## config.mk

```make
export PLATFORM = sky130hd
export DESIGN_NAME = fnd_scan_ctrl
export DESIGN_NICKNAME = d
export VERILOG_FILES = /design/src/rtl/fnd_scan_ctrl.sv
export SDC_FILE = /design/constraint.sdc
export NUM_CORES = 1
export LEC_CHECK = 0
export CAP_MARGIN = 20
export CORE_ASPECT_RATIO = 0.8
export CORE_MARGIN = 4
export CORE_UTILIZATION = 45
export CTS_CLUSTER_SIZE = 16
export DETAILED_ROUTE_END_ITERATION = 10
export MAX_ROUTING_LAYER = met4
export PLACE_DENSITY = 0.71
export SYNTH_ARGS = -nofsm -noshare
export SYNTH_HDL_FRONTEND = slang
export SYNTH_SLANG_ARGS = --single-unit
```

## constraint.sdc

```tcl
create_clock -name clk -period 13.3 [get_ports clk]
set_input_delay 1.995 -clock clk [delete_from_list [all_inputs] [get_ports clk]]
set_output_delay 1.995 -clock clk [all_outputs]
set_load 0.01 [all_outputs]
```

## src/rtl/fnd_scan_ctrl.sv

```systemverilog
// fnd_scan_ctrl: time-multiplexed scan controller for an 8-digit common-row
// 7-segment display. Walks the digit enable mask, blanks all rows at the
// head of each slot, and shows segment data from an active buffer that is
// refreshed from a write-port shadow buffer only at frame boundaries.
module fnd_scan_ctrl #(
  parameter int SCAN_DIV  = 4096,
  parameter int BLANK_CYC = 256,
  parameter int CNT_W     = 13
) (
  input  logic        clk,
  input  logic        rst,
  input  logic [7:0]  digit_en,
  input  logic        wr_valid,
  output logic        wr_ready,
  input  logic [63:0] wr_data,
  output logic [7:0]  fnd_row,
  output logic [7:0]  seg_n,
  output logic        frame_done
);

  typedef enum logic [1:0] {IDLE, BLANK, DRIVE} state_t;

  localparam logic [CNT_W-1:0] SLOT_LAST  = CNT_W'(SCAN_DIV - 1);
  localparam logic [CNT_W-1:0] BLANK_LAST = CNT_W'((BLANK_CYC > 0) ? (BLANK_CYC - 1) : 0);

  state_t           r_state;
  logic [CNT_W-1:0] r_cnt;
  logic [2:0]       r_cursor;
  logic [63:0]      r_active;
  logic [63:0]      r_shadow;
  logic             r_pending;
  logic             r_wr_ready;
  logic [7:0]       r_row;
  logic [7:0]       r_seg;
  logic             r_fd;

  state_t           w_state_nxt;
  logic [CNT_W-1:0] w_cnt_nxt;
  logic [2:0]       w_cursor_nxt;
  logic [7:0]       w_row_nxt;
  logic [7:0]       w_seg_nxt;
  logic             w_fd_nxt;
  logic [2:0]       w_next_cur;
  logic [2:0]       w_lo;
  logic [2:0]       w_hi;
  logic             w_lo_found;
  logic             w_hi_found;
  logic             w_slot_start;
  logic             w_frame_start;
  logic             w_commit;
  logic             w_xfer;
  logic [63:0]      w_active_nxt;

  assign wr_ready   = r_wr_ready;
  assign fnd_row    = r_row;
  assign seg_n      = r_seg;
  assign frame_done = r_fd;
  assign w_xfer     = wr_valid && r_wr_ready;

  // Pick the next enabled digit after the cursor, wrapping to the lowest one.
  always_comb begin
    w_lo       = '0;
    w_hi       = '0;
    w_lo_found = 1'b0;
    w_hi_found = 1'b0;
    for (int unsigned i = 0; i < 8; i++) begin
      if (digit_en[i] && !w_lo_found) begin
        w_lo       = 3'(i);
        w_lo_found = 1'b1;
      end
      if (digit_en[i] && (3'(i) > r_cursor) && !w_hi_found) begin
        w_hi       = 3'(i);
        w_hi_found = 1'b1;
      end
    end
    w_next_cur = w_hi_found ? w_hi : w_lo;
  end

  // Next-state and next-output logic; outputs are computed here and registered.
  always_comb begin
    w_state_nxt   = r_state;
    w_cnt_nxt     = r_cnt + 1'b1;
    w_cursor_nxt  = r_cursor;
    w_row_nxt     = '0;
    w_seg_nxt     = '1;
    w_slot_start  = 1'b0;
    case (r_state)
      IDLE: begin
        w_cnt_nxt = '0;
        if (digit_en != '0) w_slot_start = 1'b1;
      end
      BLANK: begin
        if (r_cnt == BLANK_LAST) begin
          w_state_nxt = DRIVE;
          w_row_nxt   = 8'b1 << r_cursor;
          w_seg_nxt   = ~r_active[{r_cursor, 3'b000} +: 8];
        end
      end
      DRIVE: begin
        if (r_cnt == SLOT_LAST) begin
          if (digit_en == '0) begin
            // Parking the cursor at 7 makes the next wake-up a frame start.
            w_state_nxt  = IDLE;
            w_cursor_nxt = 3'd7;
            w_cnt_nxt    = '0;
          end else begin
            w_slot_start = 1'b1;
          end
        end else begin
          w_row_nxt = 8'b1 << r_cursor;
          w_seg_nxt = ~r_active[{r_cursor, 3'b000} +: 8];
        end
      end
      default: begin
        w_state_nxt = IDLE;
        w_cnt_nxt   = '0;
      end
    endcase

    w_frame_start = w_slot_start && (w_next_cur <= r_cursor);
    w_commit      = r_pending && (w_frame_start || (r_state == IDLE));
    w_fd_nxt      = w_frame_start || w_commit;
    w_active_nxt  = w_commit ? r_shadow : r_active;

    if (w_slot_start) begin
      w_cursor_nxt = w_next_cur;
      w_cnt_nxt    = '0;
      if (BLANK_CYC == 0) begin
        // No blanking: the slot opens straight into DRIVE with freshly committed data.
        w_state_nxt = DRIVE;
        w_row_nxt   = 8'b1 << w_next_cur;
        w_seg_nxt   = ~w_active_nxt[{w_next_cur, 3'b000} +: 8];
      end else begin
        w_state_nxt = BLANK;
      end
    end
  end

  // State, slot counter, cursor and registered display outputs.
  always_ff @(posedge clk or posedge rst) begin
    if (rst) begin
      r_state  <= IDLE;
      r_cnt    <= '0;
      r_cursor <= 3'd7;
      r_row    <= '0;
      r_seg    <= '1;
      r_fd     <= 1'b0;
    end else begin
      r_state  <= w_state_nxt;
      r_cnt    <= w_cnt_nxt;
      r_cursor <= w_cursor_nxt;
      r_row    <= w_row_nxt;
      r_seg    <= w_seg_nxt;
      r_fd     <= w_fd_nxt;
    end
  end

  // Shadow/active buffers and write handshake; a transfer overrides a same-edge commit of pending.
  always_ff @(posedge clk or posedge rst) begin
    if (rst) begin
      r_active   <= '0;
      r_shadow   <= '0;
      r_pending  <= 1'b0;
      r_wr_ready <= 1'b1;
    end else begin
      if (w_commit) begin
        r_active  <= r_shadow;
        r_pending <= 1'b0;
      end
      if (w_xfer) begin
        r_shadow   <= wr_data;
        r_pending  <= 1'b1;
        r_wr_ready <= 1'b0;
      end else if (!r_pending && !r_wr_ready) begin
        r_wr_ready <= 1'b1;
      end
    end
  end

endmodule

```

==> results.md, run 1 <==
* Crit. End Element: flop
* Placed insts at 1299
* Synthesis-to-finish area growth at 16.0%
* Final hold viol count at 0
* Crit path arrival time at 6210 ps
* Critical path launch point type: primary input
* Crit path time final at between 5000 and 6000 ps
* Slew Viols, Final at 0
* Max Cap Viol at 0
* Avg Cell Area, Syn at 9.35 µm²
* Top-Level Pins at 93
* Lkg Pwr at about 4.5 nW
* Rel. slew slack at around 32%
* Largest net degree at the start of global routing at 106
* Slowest CP cell: a32oi_4
* Syn Nets at 1106
* Gpl congestion at 0.821
* Starting Density at 46.0%
* Via count at 8203
* H-tree levels at 4
* Core Area at 0.0208 mm²
* Crit-path cells: clkdlybuf4s50_1 -> or4_4 -> o21bai_1 -> a21oi_1 -> a211oi_1 -> nor4_1 -> ha_1 -> nor2b_1 -> o21ai_0 -> a32oi_4 -> buf_4 -> nor3_1 -> or3_1
* Resize count post-CTS at 0
* Final setup fails at 0
* Async SR Flop Fraction at 100%
* CP max FO at 40
* Seq/Total Area, Yosys at 43.3%
* Avg WL per Cell at between 15 and 20 µm
* Area share of the largest cell type after synthesis at 40.0%
* Remaining DRCs at 0
* Total wire length at 25.1 mm
* Top cells by area, synth: dfrtp_1, mux2_2, nand3_1
* Routed vias/inst at 6.16
* Overflow after GRT at 0
* Syn Inst Count at 1024
* Main flop type after synthesis: dfrtp_1
* WP data required at 13610 ps
* Dpl hpwl at 15.2 mm
* Reg clk slew, reported paths at 60 ps
* Hold_buf cts at 0
* Worst vdd ir at 0.0729 mV
* Global-route wire length before repair at ~40 mm
* Outcome: finished clean
* Distinct cells, synth at 57
* Pwr dens at between 100 and 150 mW/mm²
* Yosys reg bits at 165
* Final ANT Viol Nets at 0
* Rows at 47
* Vias in the first global route at 7516
* RSZ-0062 raised after global routing: false
* Worst-skew pair later-pin latency at between 400 and 500 ps
* Die Span Y at 138 µm
* Setup_tns at 0 ps
* Hold WC Path Type: reg -> reg
* Synth Warn # at 0
* Post-synthesis cell area at 0.00958 mm²
* CTS tree: yes
* Post-layout nets at between 1000 and 1500
* Crit Path Category: in -> reg
* IO buf count at 92
* Pre-Repair DR Iteration Count at 5
* CP peak stage delay at 810 ps
* Synth area leader: dfrtp_1
* Die ar. at between 0.02 and 0.025 mm²
* Post-CTS Setup Inserts at 0
* TritonCTS sink count at 165
* Overall Global Routing Usage at ~22%
* Worst Tran Pin Value at 1020 ps
* Final WS setup at 7400 ps
* Period Utilization, post-route at between 40 and 50%
* Total CTS buffers at 17
* Die Wd at 171 µm
* Worst Skew at 7.46 ps
* Share of layout cells above drive strength 1 at 14.2%
* Starting DRT DRC Count at 1259
* Initial antenna violation count at 0
* Worst slack, placed at 7030 ps
* EDFF count, synth at 0
* FMAX at 169 MHz
* Clock Path Buffers at 2
* Root buffer cell: clkbuf_16
* Antenna Cells at 0
* Fin cells at 1331
[sequential cells by signal, indices dropped and copies added, names as in the netlist]
| signal | count |
|---|---|
| fnd_row | 8 |
| frame_done | 1 |
| r_active | 64 |
| r_cnt | 13 |
| r_cursor | 3 |
| r_pending | 1 |
| r_shadow | 64 |
| r_state | 2 |
| seg_n | 8 |
| wr_ready | 1 |
[worst max-delay path, delay by kind of cell]
family	cells	cell delay, ps
compound gates	5	1590
buf+inv	2	1050
simple gates	5	1330
fa+ha+maj	1	200
[final timing paths]
kind / slack, ps / cells after the start / from / endpoint
max reg2reg: 8460 / 12 / r_cursor[0] / r_active[37]
min: 510 / 1 / wr_ready / wr_ready
min in group asynchronous: 2140 / 2 / rst / r_active[53]
max: 7400 / 13 / digit_en[1] / r_active[37]
min reg2reg: 510 / 1 / wr_ready / wr_ready
max in group asynchronous: 9810 / 3 / rst / r_shadow[17]
[area by class of cell]
cell class / instances / area, µm²
clock buffers: 20 / 447
fillers: 1875 / 9710
repair buffers: 101 / 988
well taps: 269 / 337
multi-input cells: 690 / 4820
flip-flops and latches: 165 / 4150
clock inverters: 12 / 82.6
inverters: 74 / 283
[cell usage after synthesis, drive strengths merged (17+ instances only)]
cell and number:
buf 23, dfrtp 153, inv 74, nand3 136, mux2 64, or3 65, nor2 26, o21ai 17
o221ai 64, a21oi 83, nor3 66, nand2b 68, clkbuf 72
[metal layers]
layer / wire length (µm) / vias up / GRT usage, %
li1: - / 3778 / -
met1: 11300 / 4054 / 31.4
met2: 11200 / 331 / 30.7
met3: 2120 / 40 / 4.77
met4: 407 / 0 / 5.38
met5: 0 / - / -
[stage by stage]
stage          power [mW]  cell area, µm²  hold slack (ps)  util, %
3_5_place_dp        0.872           10600              507     50.8
4_1_cts              1.33           11100              517     53.3
5_1_grt              1.38           11100              534     53.3
6_report             1.32           11100              511     53.3
2_1_floorplan       0.788            9580              475        -
3_3_place_gp        0.863           10600              499     50.8
[cells in the final DEF (no fill, tap or decap), types with 10 or more instances in the layout]
| cell | Yosys | layout |
|---|---|---|
| nor4_1 | 11 | 11 |
| a21oi_1 | 82 | 82 |
| nor3_1 | 66 | 66 |
| inv_1 | 73 | 72 |
| mux2_2 | 64 | 64 |
| nor2_1 | 26 | 26 |
| clkdlybuf4s50_1 | 0 | 92 |
| o21ai_0 | 16 | 16 |
| nand3_1 | 136 | 136 |
| or3_1 | 65 | 65 |
| clkbuf_16 | 0 | 17 |
| dfrtp_1 | 153 | 152 |
| dfstp_2 | 12 | 12 |
| mux4_2 | 16 | 16 |
| nand2_1 | 11 | 10 |
| o221ai_1 | 64 | 64 |
| nand2b_1 | 68 | 68 |
[logic make-up after synthesis]
logic type               Yosys count  share of synthesized area (%)
flip-flops                       165                           43.3
AND/OR/NAND/NOR                  404                           23.2
XOR/XNOR                          10                          0.915
adder cells (fa/ha/maj)            7                          0.915
buffers and inverters            169                           6.96
AO/OA/AOI/OAI                    188                           13.3
multiplexers                      81                           11.4
[report_power, final]
group          internal, mW  leakage, nW  switching, mW
Clock                 0.243        0.244          0.212
Combinational         0.105         2.52         0.0730
Sequential            0.594         1.76         0.0927
Total                 0.942         4.52          0.377
(Power assumes the default switching activity.)
==> run 2, diff against run 1 <==
clock period = 5.7 ns   (was 13.3 ns; I/O delays follow)
==> run 2 against run 1 <==
Against the previous run: count of clock-buffer cells in the layout up 2; critical path depth unchanged; clock power rose to 2.7 times the previous value; flip-flop and latch count unchanged; sequential power up 130%; total power up 150%; wire length about the same; cell area up 0.97%; clock skew up 3.2 ps; global-route usage about the same; combinational power up 140%; largest cell class unchanged; largest power group unchanged.
==> results.md, run 2 (synthesis results as in run 1) <==
* Outcome: finished clean (unchanged)
* Hold_buf cts at 0 (unchanged)
* Rows at 47 (unchanged)
* Slew Viols, Final at 0 (unchanged)
* Met3 capacity usage during global routing at 3.65% (was 4.77%)
* Global routing usage on met1 at 32.5% (was 31.4%)
* Total CTS buffers at 17 (unchanged)
* Synthesis-to-finish area growth at 17.1% (was 16.0%)
* FF-to-FF End: r_active[42] (was r_active[37])
* Leading cell type in the layout, fill and taps excluded: dfrtp_1 (unchanged)
* Gpl congestion at 0.865 (was 0.821)
* Crit Path Category: in -> reg (unchanged)
* CTS tree: yes (unchanged)
* Routed vias/inst at 6.21 (was 6.16)
* Worst Skew at 10.7 ps (was 7.46 ps)
* Pwr dens at 290 mW/mm² (was 119 mW/mm²)
* FMAX at roughly 230 MHz
* Die Wd at 171 µm (unchanged)
* Critical R2R Launch: r_cursor[1] (was r_cursor[0])
* Post-CTS Setup Inserts at 0 (unchanged)
* Worst vdd ir at 0.181 mV (was 0.0729 mV)
* Placed insts at 1303 (was 1299)
* Dpl hpwl at 15.2 mm (about the same)
* Critical path launch point type: primary input (unchanged)
* Overflow after GRT at 0 (unchanged)
* Initial antenna violation count at 0 (unchanged)
* Root buffer cell: clkbuf_16 (unchanged)
* Crit path arrival time at 4600 ps (was 6210 ps)
* Worst R2R Path Depth at 12 (unchanged)
* Met2 usage at 29.9% (was 30.7%)
* Fin cells at 1334 (was 1331)
* Final setup fails at 0 (unchanged)
* WP data required at 6000 ps (was 13610 ps)
* H-tree levels at 4 (unchanged)
* Hold WS at 513 ps (was 511 ps)
* Most Crowded Layer GR: met1 (unchanged)
* Reg clk slew, reported paths at 60 ps (about the same)
* CP max FO at 64 (was 40)
* Remaining DRCs at 0 (unchanged)
* Clock Path Buffers at 2 (unchanged)
* Number of fill cells at 1879 (was 1875)
* Worst Tran Pin Value at 1040 ps (was 1020 ps)
* Crit path time final at 4300 ps
* Top-Level Pins at 93 (unchanged)
* Critical Path End: r_active[42] (was r_active[37])
* Worst slack, placed at 1080 ps (was 7030 ps)
* Most frequent cells in the layout: dfrtp_1, nand3_1, clkdlybuf4s50_1, a21oi_1, inv_1 (unchanged)
* Largest net degree at the start of global routing at 109 (was 106)
* Post-layout nets at 1135 (was 1131)
* Resize count post-CTS at 0 (unchanged)
* Final ANT Viol Nets at 0 (unchanged)
* Max Cap Viol at 0 (unchanged)
* Total wire length at 25.1 mm (about the same)
* Starting Density at 46.0% (unchanged)
* Final WS setup at 1400 ps (was 7400 ps)
* Vias in the first global route at 7571 (was 7516)
* Register-to-register setup slack at 1480 ps (was 8460 ps)
* Setup_tns at 0 ps (unchanged)
* Area after DPL at 0.0106 mm² (about the same)
* Share of layout cells above drive strength 1 at 14.4% (was 14.2%)
* IO buf count at 92 (unchanged)
* Via count at 8282 (was 8203)
* Pre-Repair DR Iteration Count at 5 (unchanged)
* Die Span Y at 138 µm (unchanged)
* Die ar. at 0.0237 mm² (unchanged)
* Post-Layout Inst Area at 0.0112 mm² (was 0.0111 mm²)
* Rel. slew slack at 30.7% (was 32.0%)
* Biggest regs: r_active (64), r_shadow (64), r_cnt (13) (unchanged)
* Core Area at 0.0208 mm² (unchanged)
* Final hold viol count at 0 (unchanged)
* Avg WL per Cell at 18.8 µm (about the same)
* RSZ-0062 raised after global routing: false (unchanged)
* Worst-skew pair later-pin latency at 430 ps (was 440 ps)
* Starting DRT DRC Count at 1083 (was 1259)
* Hold WC Path Type: reg -> reg (unchanged)
* Antenna Cells at 0 (unchanged)
* TritonCTS sink count at 165 (unchanged)
* Period Utilization, post-route at 75.4%
* Global-route wire length before repair at 40.6 mm (was 40.2 mm)
* Lkg Pwr at 4.59 nW (was 4.52 nW)
* Critical path origin: digit_en[1] (unchanged)
* Overall Power at 3.25 mW (was 1.32 mW)
* Crit. End Element: flop (unchanged)
* Overall Global Routing Usage at 21.5% (about the same)
* Fin util at 53.9% (was 53.3%)
## run 2: cell count changes in the layout (fill, tap and decap cells not counted), sizes merged
cell      before  now
buf            9   13
inv           75   74
clkinv         5    2
clkinvlp       6    3
clkbuf        20   22
bufinv         0    4
## run 2: report_power, final
part | switching (mW) | leakage (nW) | internal (mW) | total [mW]
clock | 0.476 | 0.292 | 0.753 | 1.23
sequential | 0.215 | 1.76 | 1.39 | 1.60
combinational | 0.174 | 2.54 | 0.247 | 0.421
total | 0.865 | 4.59 | 2.39 | 3.25
## run 2: metal layers
layer	share of wire, %	routed length (µm)
met5	0	0
met4	1.5	385
met3	7.8	1940
met2	44	11100
met1	47	11700
## run 2: layout make-up
cell class                      count  area, µm²  share of cell area, %
Timing Repair Buffer              105       1020                   9.08
Multi-Input combinational cell    690       4810                   42.9
Clock inverter                      9        153                   1.36
Tap cell                          269        337                   3.00
Sequential cell                   165       4150                   37.0
Inverter                           74        283                   2.52
Clock buffer                       22        464                   4.14
## run 2: how the worst min path moves through the flow
stage / startpoint / to / slack (ps) / depth (start not counted)
final: wr_ready / wr_ready / 510 / 1
after global routing: wr_ready / wr_ready / 530 / 1
after CTS: wr_ready / wr_ready / 510 / 1
after detailed placement: wr_ready / wr_ready / 500 / 1
after global placement: wr_ready / wr_ready / 500 / 1
after floorplan: r_cnt[0] / r_cnt[0] / 470 / 1
## run 2: worst max-delay path, cell delays in order
cell and delay, ps:
clkdlybuf4s50_1 500, or4_4 610, o21bai_1 190, a21oi_1 90
a211oi_1 340, nor4_1 120, ha_1 200, nor2b_1 90
o21ai_0 160, a32oi_4 200, buf_4 630, nor3_1 160
or3_1 400
